--- config.mk ---
export PLATFORM = sky130hd
export DESIGN_NAME = sandbox_host_bridge_flat
export DESIGN_NICKNAME = d
export VERILOG_FILES = /design/src/rtl/sandbox_host_bridge_pkg.sv /design/src/rtl/sandbox_host_bridge_if.sv /design/src/rtl/sandbox_host_bridge_frame_tx.sv /design/src/rtl/sandbox_host_bridge.sv /design/src/flat_wrapper.sv
export SDC_FILE = /design/constraint.sdc
export NUM_CORES = 1
export LEC_CHECK = 0
export BUFFER_PORTS_ARGS = -buffer_cell sky130_fd_sc_hd__buf_2
export CAP_MARGIN = 5
export CORE_MARGIN = 8
export CORE_UTILIZATION = 55
export DETAILED_ROUTE_END_ITERATION = 6
export PLACE_DENSITY_LB_ADDON = 0.3
export SETUP_SLACK_MARGIN = 0.15
export SLEW_MARGIN = 0
export SYNTH_ARGS = -nofsm -noshare
export SYNTH_HDL_FRONTEND = slang
export SYNTH_SLANG_ARGS = --single-unit
--- constraint.sdc ---
create_clock -name masterClock -period 2.27 [get_ports masterClock]
set_input_delay 0.1135 -clock masterClock [delete_from_list [all_inputs] [get_ports masterClock]]
set_output_delay 0.1135 -clock masterClock [all_outputs]
set_load 0.02 [all_outputs]
--- src/rtl/sandbox_host_bridge_pkg.sv ---
// rtl/sandbox_host_bridge_pkg.sv - frame constants, tx state type and byte-order helpers for the host bridge
package sandbox_bridge_pkg;

  localparam int FRAME_BYTES = 5;
  localparam int FRAME_W     = FRAME_BYTES * 8;

  typedef enum logic [0:0] {
    TX_IDLE = 1'b0,
    TX_SEND = 1'b1
  } tx_state_e;

  // Wire order of a response frame: status first, then the result word MSB first.
  localparam int BYTE_STATUS     = 0;
  localparam int BYTE_DATA_FIRST = 1;

  function automatic logic [7:0] frame_byte(input logic [FRAME_W-1:0] frame, input int idx);
    return frame[FRAME_W-1-8*idx -: 8];
  endfunction

  function automatic logic [FRAME_W-1:0] pack_response(input logic [7:0] st, input logic [31:0] data);
    logic [FRAME_W-1:0] f;
    f = '0;
    f[FRAME_W-1-8*BYTE_STATUS -: 8] = st;
    for (int i = 0; i < 4; i++) begin
      f[FRAME_W-1-8*(BYTE_DATA_FIRST+i) -: 8] = data[31-8*i -: 8];
    end
    return f;
  endfunction

endpackage

--- src/rtl/sandbox_host_bridge_if.sv ---
// rtl/sandbox_host_bridge_if.sv - host byte streams and sandbox handshake bundle for the host bridge
interface sandbox_host_bridge_if;
  logic        rxByteValid;
  logic [7:0]  rxByte;
  logic        txByteReady;
  logic        txByteValid;
  logic [7:0]  txByte;
  logic        dataReceived;
  logic [7:0]  control;
  logic [31:0] inputData;
  logic        clearDR;
  logic        transmitData;
  logic [7:0]  status;
  logic [31:0] outputData;
  logic        frameError;
  logic        rxOverrun;
  logic        txDropped;

  modport slave (
    input  rxByteValid, rxByte, txByteReady, clearDR, transmitData, status, outputData,
    output txByteValid, txByte, dataReceived, control, inputData, frameError, rxOverrun, txDropped
  );

  modport master (
    output rxByteValid, rxByte, txByteReady, clearDR, transmitData, status, outputData,
    input  txByteValid, txByte, dataReceived, control, inputData, frameError, rxOverrun, txDropped
  );
endinterface

--- src/rtl/sandbox_host_bridge_frame_tx.sv ---
// rtl/sandbox_host_bridge_frame_tx.sv - 5-byte response serialiser with valid/ready byte handshake
module sandbox_frame_tx
  import sandbox_bridge_pkg::*;
(
  input  logic               masterClock,
  input  logic               reset,
  input  logic               load_i,
  input  logic [FRAME_W-1:0] load_frame_i,
  output logic               busy_o,
  output logic [7:0]         tx_tdata_o,
  output logic               tx_tvalid_o,
  input  logic               tx_tready_i
);

  localparam logic [0:0] ST_IDLE = TX_IDLE;
  localparam logic [0:0] ST_SEND = TX_SEND;

  logic [0:0]         state_q, state_d;
  logic [FRAME_W-1:0] shift_q, shift_d;
  logic [2:0]         left_q, left_d;

  // Loads are only honoured in IDLE; the top reports an ignored request as txDropped.
  always_comb begin
    state_d = state_q;
    shift_d = shift_q;
    left_d  = left_q;
    if (state_q == ST_IDLE) begin
      if (load_i) begin
        shift_d = load_frame_i;
        left_d  = 3'(FRAME_BYTES);
        state_d = ST_SEND;
      end
    end else if (tx_tready_i) begin
      shift_d = {shift_q[FRAME_W-9:0], 8'h00};
      left_d  = left_q - 3'd1;
      if (left_q == 3'd1) begin
        state_d = ST_IDLE;
      end
    end
  end

  always_ff @(posedge masterClock) begin
    if (!reset) begin
      state_q <= ST_IDLE;
      shift_q <= '0;
      left_q  <= '0;
    end else begin
      state_q <= state_d;
      shift_q <= shift_d;
      left_q  <= left_d;
    end
  end

  assign busy_o      = (state_q == ST_SEND);
  assign tx_tvalid_o = (state_q == ST_SEND);
  assign tx_tdata_o  = frame_byte(shift_q, BYTE_STATUS);

endmodule

--- src/rtl/sandbox_host_bridge.sv ---
// rtl/sandbox_host_bridge.sv - host-side command frame assembler and response frame sender for the sandbox
module sandbox_host_bridge
  import sandbox_bridge_pkg::*;
#(
  parameter int GAP_TIMEOUT = 1000000,
  localparam int CNT_W = $clog2(GAP_TIMEOUT + 1)
) (
  input logic                 masterClock,
  input logic                 reset,
  sandbox_host_bridge_if.slave bus
);

  logic [2:0]       rx_cnt_q, rx_cnt_d;
  logic [31:0]      rx_stage_q, rx_stage_d;
  logic [CNT_W-1:0] gap_q, gap_d;
  logic             dr_q, dr_d;
  logic [7:0]       control_q, control_d;
  logic [31:0]      input_data_q, input_data_d;
  logic             frame_err_q, frame_err_d;
  logic             overrun_q, overrun_d;
  logic             dropped_q, dropped_d;
  logic             td_q;

  logic             rx_accept;
  logic             tx_edge;
  logic             tx_busy;

  assign rx_accept = bus.rxByteValid & ~dr_q;
  assign tx_edge   = bus.transmitData & ~td_q;

  // Partial frames live in rx_stage_q so control/inputData only move when a frame completes.
  always_comb begin
    rx_cnt_d     = rx_cnt_q;
    rx_stage_d   = rx_stage_q;
    gap_d        = gap_q;
    dr_d         = dr_q;
    control_d    = control_q;
    input_data_d = input_data_q;
    frame_err_d  = 1'b0;
    overrun_d    = bus.rxByteValid & dr_q;
    dropped_d    = tx_edge & tx_busy;

    if (rx_accept) begin
      gap_d = '0;
      if (rx_cnt_q == 3'(FRAME_BYTES - 1)) begin
        control_d    = rx_stage_q[31:24];
        input_data_d = {rx_stage_q[23:0], bus.rxByte};
        rx_cnt_d     = 3'd0;
        dr_d         = 1'b1;
      end else begin
        rx_stage_d = {rx_stage_q[23:0], bus.rxByte};
        rx_cnt_d   = rx_cnt_q + 3'd1;
      end
    end else if (rx_cnt_q != 3'd0) begin
      if (gap_q == CNT_W'(GAP_TIMEOUT - 1)) begin
        rx_cnt_d    = 3'd0;
        gap_d       = '0;
        frame_err_d = 1'b1;
      end else begin
        gap_d = gap_q + CNT_W'(1);
      end
    end

    if (bus.clearDR & dr_q) begin
      dr_d = 1'b0;
    end
  end

  always_ff @(posedge masterClock) begin
    if (!reset) begin
      rx_cnt_q     <= '0;
      rx_stage_q   <= '0;
      gap_q        <= '0;
      dr_q         <= 1'b0;
      control_q    <= '0;
      input_data_q <= '0;
      frame_err_q  <= 1'b0;
      overrun_q    <= 1'b0;
      dropped_q    <= 1'b0;
      td_q         <= 1'b0;
    end else begin
      rx_cnt_q     <= rx_cnt_d;
      rx_stage_q   <= rx_stage_d;
      gap_q        <= gap_d;
      dr_q         <= dr_d;
      control_q    <= control_d;
      input_data_q <= input_data_d;
      frame_err_q  <= frame_err_d;
      overrun_q    <= overrun_d;
      dropped_q    <= dropped_d;
      td_q         <= bus.transmitData;
    end
  end

  sandbox_frame_tx u_frame_tx (
    .masterClock  (masterClock),
    .reset        (reset),
    .load_i       (tx_edge),
    .load_frame_i (pack_response(bus.status, bus.outputData)),
    .busy_o       (tx_busy),
    .tx_tdata_o   (bus.txByte),
    .tx_tvalid_o  (bus.txByteValid),
    .tx_tready_i  (bus.txByteReady)
  );

  assign bus.dataReceived = dr_q;
  assign bus.control      = control_q;
  assign bus.inputData    = input_data_q;
  assign bus.frameError   = frame_err_q;
  assign bus.rxOverrun    = overrun_q;
  assign bus.txDropped    = dropped_q;

endmodule

--- src/flat_wrapper.sv ---
// flat-port wrapper written by rule: the top's interface ports become plain ports
module sandbox_host_bridge_flat import sandbox_bridge_pkg::*;
#(
  parameter int GAP_TIMEOUT = 1000000,
  localparam int CNT_W = $clog2(GAP_TIMEOUT + 1)
)
  (masterClock, reset, bus_rxByteValid, bus_rxByte, bus_txByteReady, bus_clearDR, bus_transmitData, bus_status, bus_outputData, bus_txByteValid, bus_txByte, bus_dataReceived, bus_control, bus_inputData, bus_frameError, bus_rxOverrun, bus_txDropped);
  sandbox_host_bridge_if bus_i ();
  input logic masterClock;
  input logic reset;
  input wire logic [$bits(bus_i.rxByteValid)-1:0] bus_rxByteValid;
  input wire logic [$bits(bus_i.rxByte)-1:0] bus_rxByte;
  input wire logic [$bits(bus_i.txByteReady)-1:0] bus_txByteReady;
  input wire logic [$bits(bus_i.clearDR)-1:0] bus_clearDR;
  input wire logic [$bits(bus_i.transmitData)-1:0] bus_transmitData;
  input wire logic [$bits(bus_i.status)-1:0] bus_status;
  input wire logic [$bits(bus_i.outputData)-1:0] bus_outputData;
  output wire logic [$bits(bus_i.txByteValid)-1:0] bus_txByteValid;
  output wire logic [$bits(bus_i.txByte)-1:0] bus_txByte;
  output wire logic [$bits(bus_i.dataReceived)-1:0] bus_dataReceived;
  output wire logic [$bits(bus_i.control)-1:0] bus_control;
  output wire logic [$bits(bus_i.inputData)-1:0] bus_inputData;
  output wire logic [$bits(bus_i.frameError)-1:0] bus_frameError;
  output wire logic [$bits(bus_i.rxOverrun)-1:0] bus_rxOverrun;
  output wire logic [$bits(bus_i.txDropped)-1:0] bus_txDropped;
  assign bus_i.rxByteValid = bus_rxByteValid;
  assign bus_i.rxByte = bus_rxByte;
  assign bus_i.txByteReady = bus_txByteReady;
  assign bus_i.clearDR = bus_clearDR;
  assign bus_i.transmitData = bus_transmitData;
  assign bus_i.status = bus_status;
  assign bus_i.outputData = bus_outputData;
  assign bus_txByteValid = bus_i.txByteValid;
  assign bus_txByte = bus_i.txByte;
  assign bus_dataReceived = bus_i.dataReceived;
  assign bus_control = bus_i.control;
  assign bus_inputData = bus_i.inputData;
  assign bus_frameError = bus_i.frameError;
  assign bus_rxOverrun = bus_i.rxOverrun;
  assign bus_txDropped = bus_i.txDropped;
  sandbox_host_bridge #(.GAP_TIMEOUT(GAP_TIMEOUT)) u_core (.masterClock(masterClock), .reset(reset), .bus(bus_i));
endmodule
# ---- After elaboration in Yosys (flattened, before gate mapping)
# Index checks and enable logic that the tools add are counted.
# W data, S select, Z words.
dict set report classes {
  n_addsub 3
  n_eq_ne 4
  muxes 16
  bitwise_logic 10
  reduce_logical 11
}
# cell count
set op_table {}
lappend op_table {{$mux W40} 3}
lappend op_table {{$mux W3} 7}
lappend op_table {{$add A20 B1 Y20 const B} 1}
lappend op_table {{$eq A20 B20 Y1 const B} 1}
lappend op_table {{$mux W20} 1}
lappend op_table {{$reduce_and A2 Y1} 4}
lappend op_table {{$reduce_bool A2 Y1} 3}
lappend op_table {{$and A1 B1 Y1} 5}
lappend op_table {{$mux W1} 5}
lappend op_table {{$not A1 Y1} 5}
lappend op_table {{$reduce_or A2 Y1} 2}
lappend op_table {{$add A3 B1 Y3 const B} 1}
lappend op_table {{$eq A3 B1 Y1 const B} 1}
lappend op_table {{$eq A3 B3 Y1 const B} 1}
lappend op_table {{$reduce_bool A3 Y1} 1}
lappend op_table {{$reduce_or A3 Y1} 1}
lappend op_table {{$sub A3 B1 Y3 const B} 1}
lappend op_table {{$ne A2 B2 Y1 const B} 1}
dict set report totals {
  ff_bits 144
  in_bits 54
  word_cells 57
}

# ---- Logic depth before layout (Yosys ltp)
dict set report logic_depth {
  word_depth 4
  depth_mapped 8
  ltp_nobuf 6
}

# ---- Hierarchy
# From an unflattened synthesis, not the netlist that was laid out.
dict set report hier_totals {
  cells_unflattened 664
  area_unflattened_um2 5883.1
}
# mod n_inst cells_per_inst area_per_inst_um2
set by_module_without_submodules {}
lappend by_module_without_submodules {sandbox_host_bridge 1 461 3776.1}
lappend by_module_without_submodules {sandbox_frame_tx 1 203 2107.0}

# ---- Worst setup path before layout
# No wires, ideal clock.
dict set report synth_path {
  kind {flip-flop to flip-flop}
  startpoint {register u_core.rx_cnt_q[0]}
  endpoint {register u_core.gap_q[18]}
  setup_time_ps 71
  arrival_time_ps 1999
  required_ps 2199
  slack_ps 200
  stages_incl_launch_ff 9
  period_less_slack_ps 2070
  path_cell_list {dfxtp_1 inv_1 ha_1 nand2b_1 buf_6 or4b_1 buf_2 or4_1 a21oi_1}
}
dict set report synth_between {
  elab_chain_cells 1
}
# item line
set synth_rtl {}
lappend synth_rtl {{from (decl)} sandbox_host_bridge.sv:13} ;# logic [2:0] rx_cnt_q, rx_cnt_d;
lappend synth_rtl {{from (signal assigned)} sandbox_host_bridge.sv:82} ;# rx_cnt_q <= rx_cnt_d;
lappend synth_rtl {{$reduce_bool A3 Y1} sandbox_host_bridge.sv:54} ;# end else if (rx_cnt_q != 3'd0) begin
lappend synth_rtl {{to (signal assigned)} sandbox_host_bridge.sv:84} ;# gap_q <= gap_d;
lappend synth_rtl {{to (decl)} sandbox_host_bridge.sv:15} ;# logic [CNT_W-1:0] gap_q, gap_d;
# No other way between the ends.
# A chain may end at the register's enable or synchronous reset.

# ---- Worst setup path in the final report
dict set report layout_path {
  startpoint {register u_core.gap_q[0]}
  endpoint {register u_core.gap_q[12]}
}
dict set report layout_between {
  elab_chain_cells 2
  word_cells_on_any_way 3
  cone_classes {1 x add/sub; 1 x eq/ne; 1 x mux}
}
# item line
set layout_rtl {}
lappend layout_rtl {{$add A20 B1 Y20 or $eq A20 B20 Y1 (tied branches)} {sandbox_host_bridge.sv:60, sandbox_host_bridge.sv:55}}
lappend layout_rtl {{$mux W20 *} sandbox_host_bridge.sv:55} ;# if (gap_q == CNT_W'(GAP_TIMEOUT - 1)) begin
# Mark *: on every way between the ends. The rest lies on a longest branch, timed or not.

==> impl_metrics.csv <==
group,metric,value,unit
global_route,grtUsageMet3,0.0518,
floorplan,initial_core_util,0.557,
synthesis,synth-edff-count,0,
global_route,antenna_found_initial,2,
finish,final_cell_mix,"nand2_1, dfxtp_1, buf_2",
sta,fmax,502,MHz
clock_tree,numCtsBuffers,17,
place,post-place-ws,53.1,ps
hold_path,hold_depth,3,
power,power.density,816,nW/µm²
finish,nets,868,
global_route,track_usage,0.217,
sta,tns,0,ps
sta,final_max_slew_viol_count,0,
critical_path,start_kind,"register",
clock_tree,cts_max_level,4,
synthesis,syn_area,5650,µm²
critical_path,r2r-start,"u_core.gap_q[0]",
sta,setup_ws,278,ps
global_route,grt_overflow,0,
clock_tree,clock_latency,520,ps
clock_tree,cts.path.max_buffers,2,
routing,wirelength,15000,µm
finish,final_common_cell,"nand2_1",
synthesis,ys_seq_elements,144,
synthesis,ys_types,38,
routing,drc,0,
clock_tree,path_clk_slew,70,ps
clock_tree,clock-sinks,144,
critical_path,r2r_cells,6,
critical_path,crit_slowest_cell,"or4b_1",
floorplan,core,10100,µm²
hold_path,hold_end,"u_core.u_frame_tx.shift_q[15]",
critical_path,worstPathArrival,2430,ps
critical_path,r2r-end,"u_core.gap_q[12]",
hold_path,hp-start,"bus_outputData[15]",
run_status,status,"finished clean",
routing,ant_nets,0,
place,dp_hpwl,9180,µm
routing,drt_first_pass_iters,5,
place,dp.cells,871,
synthesis,synthArstFlopShare,0,
finish,drive_above_1_share,0.198,
synthesis,synth_seq_area_share,0.511,
routing,drtIter0Drc,336,
power,total_power,6.01,mW
critical_path,critPathKind,"reg -> reg",
clock_tree,cts_tree,"built",
synthesis,yosys_warnings,0,
floorplan,num_io_pins,107,
global_route,grt_pass1_wl,25300,µm
synthesis,synthCells,669,
routing,vias,5214,
hold_path,hold_class,"in -> reg",
place,gp_congestion,0.809,
global_route,grt_use_met2,0.378,
sta,setup_viol,0,
floorplan,dieWidth,117,µm
global_route,use_met1,0.242,
synthesis,syn_area_per_cell,8.44,µm²
sta,worst_pin_slew,562,ps
critical_path,end_kind,"register",
critical_path,crit_chain,"ha_1 -> nand2_1 -> or4b_1 -> buf_4 -> or3_1 -> a21oi_1",
floorplan,row_count,37,
critical_path,critPathMaxFanout,9,
clock_tree,root_buffer,"clkbuf_8",
critical_path,cp-startpoint,"u_core.gap_q[0]",
sta,relSlewSlack,0.625,
sta,finalHoldViolCount,0,
place,numPortBuffers,106,
critical_path,cp_top_family,"simple AND/OR/NAND/NOR gates",
global_route,grt_max_degree,65,
sta,min_period,1990,ps
sta,fin_skew,10.7,ps
global_route,grt_pass1_vias,5395,
global_route,busiest_layer,"met2",
job,drv_cap,0,
critical_path,path_buf_inv,1,
sta,rsz0062_at_grt,"false",
critical_path,cp.required,2710,ps
finish,layout.cells.non_filler,960,
critical_path,rrSetupSlack,280,ps
critical_path,cpPeakStageDelay,550,ps
power,p_leak,2.87,nW
synthesis,synth_flop_cell,"dfxtp_1",
routing,drt-wirelength-per-cell,15.6,µm
sta,fin_crit_sh,0.878,
floorplan,die_area,13800,µm²
power,ir_drop,0.500,mV
floorplan,die_h,117,µm
synthesis,synth_fp_nets,728,
finish,synthToLayoutAreaGrowth,30.5,%
routing,viasPerCell,5.43,
finish,fillCellCount,734,
-- metal layers --
metal  up-vias  wire length, µm
li1       2576                -
met1      2441             6120
met2       169             7730
met3        28              755
met4         0              395
met5         -                0
-- logic make-up (layout without fill, tap and decap cells) --
group                      count (synthesis)  count (layout)  synth area share
buffers and inverters                     61             214            0.0474
xor gates and xnor gates                   8               8            0.0124
and+or+nand+nor                          267             267             0.206
adders and majority gates                  5               5            0.0111
AOI/OAI and AO/OA                        151             151             0.154
other                                      0               2                 0
DFF                                      144             144             0.511
muxes                                     33              33            0.0585
-- state kept, by name, summed over array words and instances (netlist names) --
register	count
u_core.rx_stage_q	32
u_core.gap_q	20
u_core.u_frame_tx.shift_q	40
u_core.u_frame_tx.left_q	3
u_core.rx_cnt_q	3
u_core.bus.frameError	1
u_core.bus.txDropped	1
u_core.u_frame_tx.busy_o	1
u_core.bus.rxOverrun	1
u_core.td_q	1
u_core.bus.inputData	32
u_core.bus.dataReceived	1
u_core.bus.control	8
-- Yosys cell counts (2+ instances only) --
master	instances	share of area
or3_1	6	0.0066
nor2_1	43	0.029
o41ai_1	2	0.0031
clkbuf_1	41	0.027
or4b_2	2	0.0035
a211oi_1	32	0.043
a21oi_1	99	0.088
o21ai_0	7	0.0062
and3_1	3	0.0033
mux2i_1	33	0.059
nand2b_1	3	0.0033
inv_1	8	0.0053
or4_1	6	0.0080
xor2_1	3	0.0047
nand2_1	164	0.11
nand3_1	20	0.018
and3b_1	2	0.0031
and4_1	2	0.0031
buf_4	8	0.011
dfxtp_1	144	0.51
nand4_1	7	0.0078
o31ai_1	8	0.011
buf_1	2	0.0013
ha_1	5	0.011
and2_1	2	0.0022
xnor2_1	5	0.0078
-- what timing repair did --
action | CTS | global route
endpoints found under the hold margin | 63 | 0
resized for setup | 0 | 1
setup buffers | 3 | 0
pin swaps | 1 | 0
endpoints found under the setup margin | 4 | 5
hold buffers | 52 | 0
-- worst max path at each step --
stage / cells after the start / slack, ps / endpoint
2_1_floorplan: 8 / 200 / u_core.gap_q[18]
3_3_place_gp: 7 / 240 / u_core.gap_q[19]
3_5_place_dp: 7 / 50 / u_core.gap_q[19]
4_1_cts: 7 / 250 / u_core.gap_q[14]
5_1_grt: 6 / 160 / u_core.gap_q[16]
6_report: 6 / 280 / u_core.gap_q[12]
-- stage by stage --
stage                      util  cell area [µm²]  hold slack [ps]
final                     0.727             7370             53.4
after CTS                 0.726             7360             32.9
after global placement    0.614             6230              356
after floorplan               -             5650              249
after detailed placement  0.614             6230              364
after global routing      0.727             7370             44.3
-- area by class of cell --
cell class,instances,area (µm²),share of cell area
sequential,144,2880,0.391
multi-input combinational,464,2510,0.340
timing repair buffer,174,1180,0.161
clock buffer,17,414,0.0562
clock inverter,15,174,0.0236
tap,136,170,0.0231
inverter,8,31.3,0.00425
antenna,2,5.00,0.000679
-- report_power, final --
group          leakage [nW]  total, mW  internal, mW  switching, mW
logic                  1.40      0.564         0.251          0.312
registers              1.17       2.69          2.63         0.0635
clock network         0.288       2.76          1.60           1.16
-- tightest hold or removal path, delay by kind of cell --
kind            cells  cell delay [ps]
mux                 1              200
buf+inv             1              110
compound gates      1              100
No activity file was read; power rests on OpenSTA's default activity.
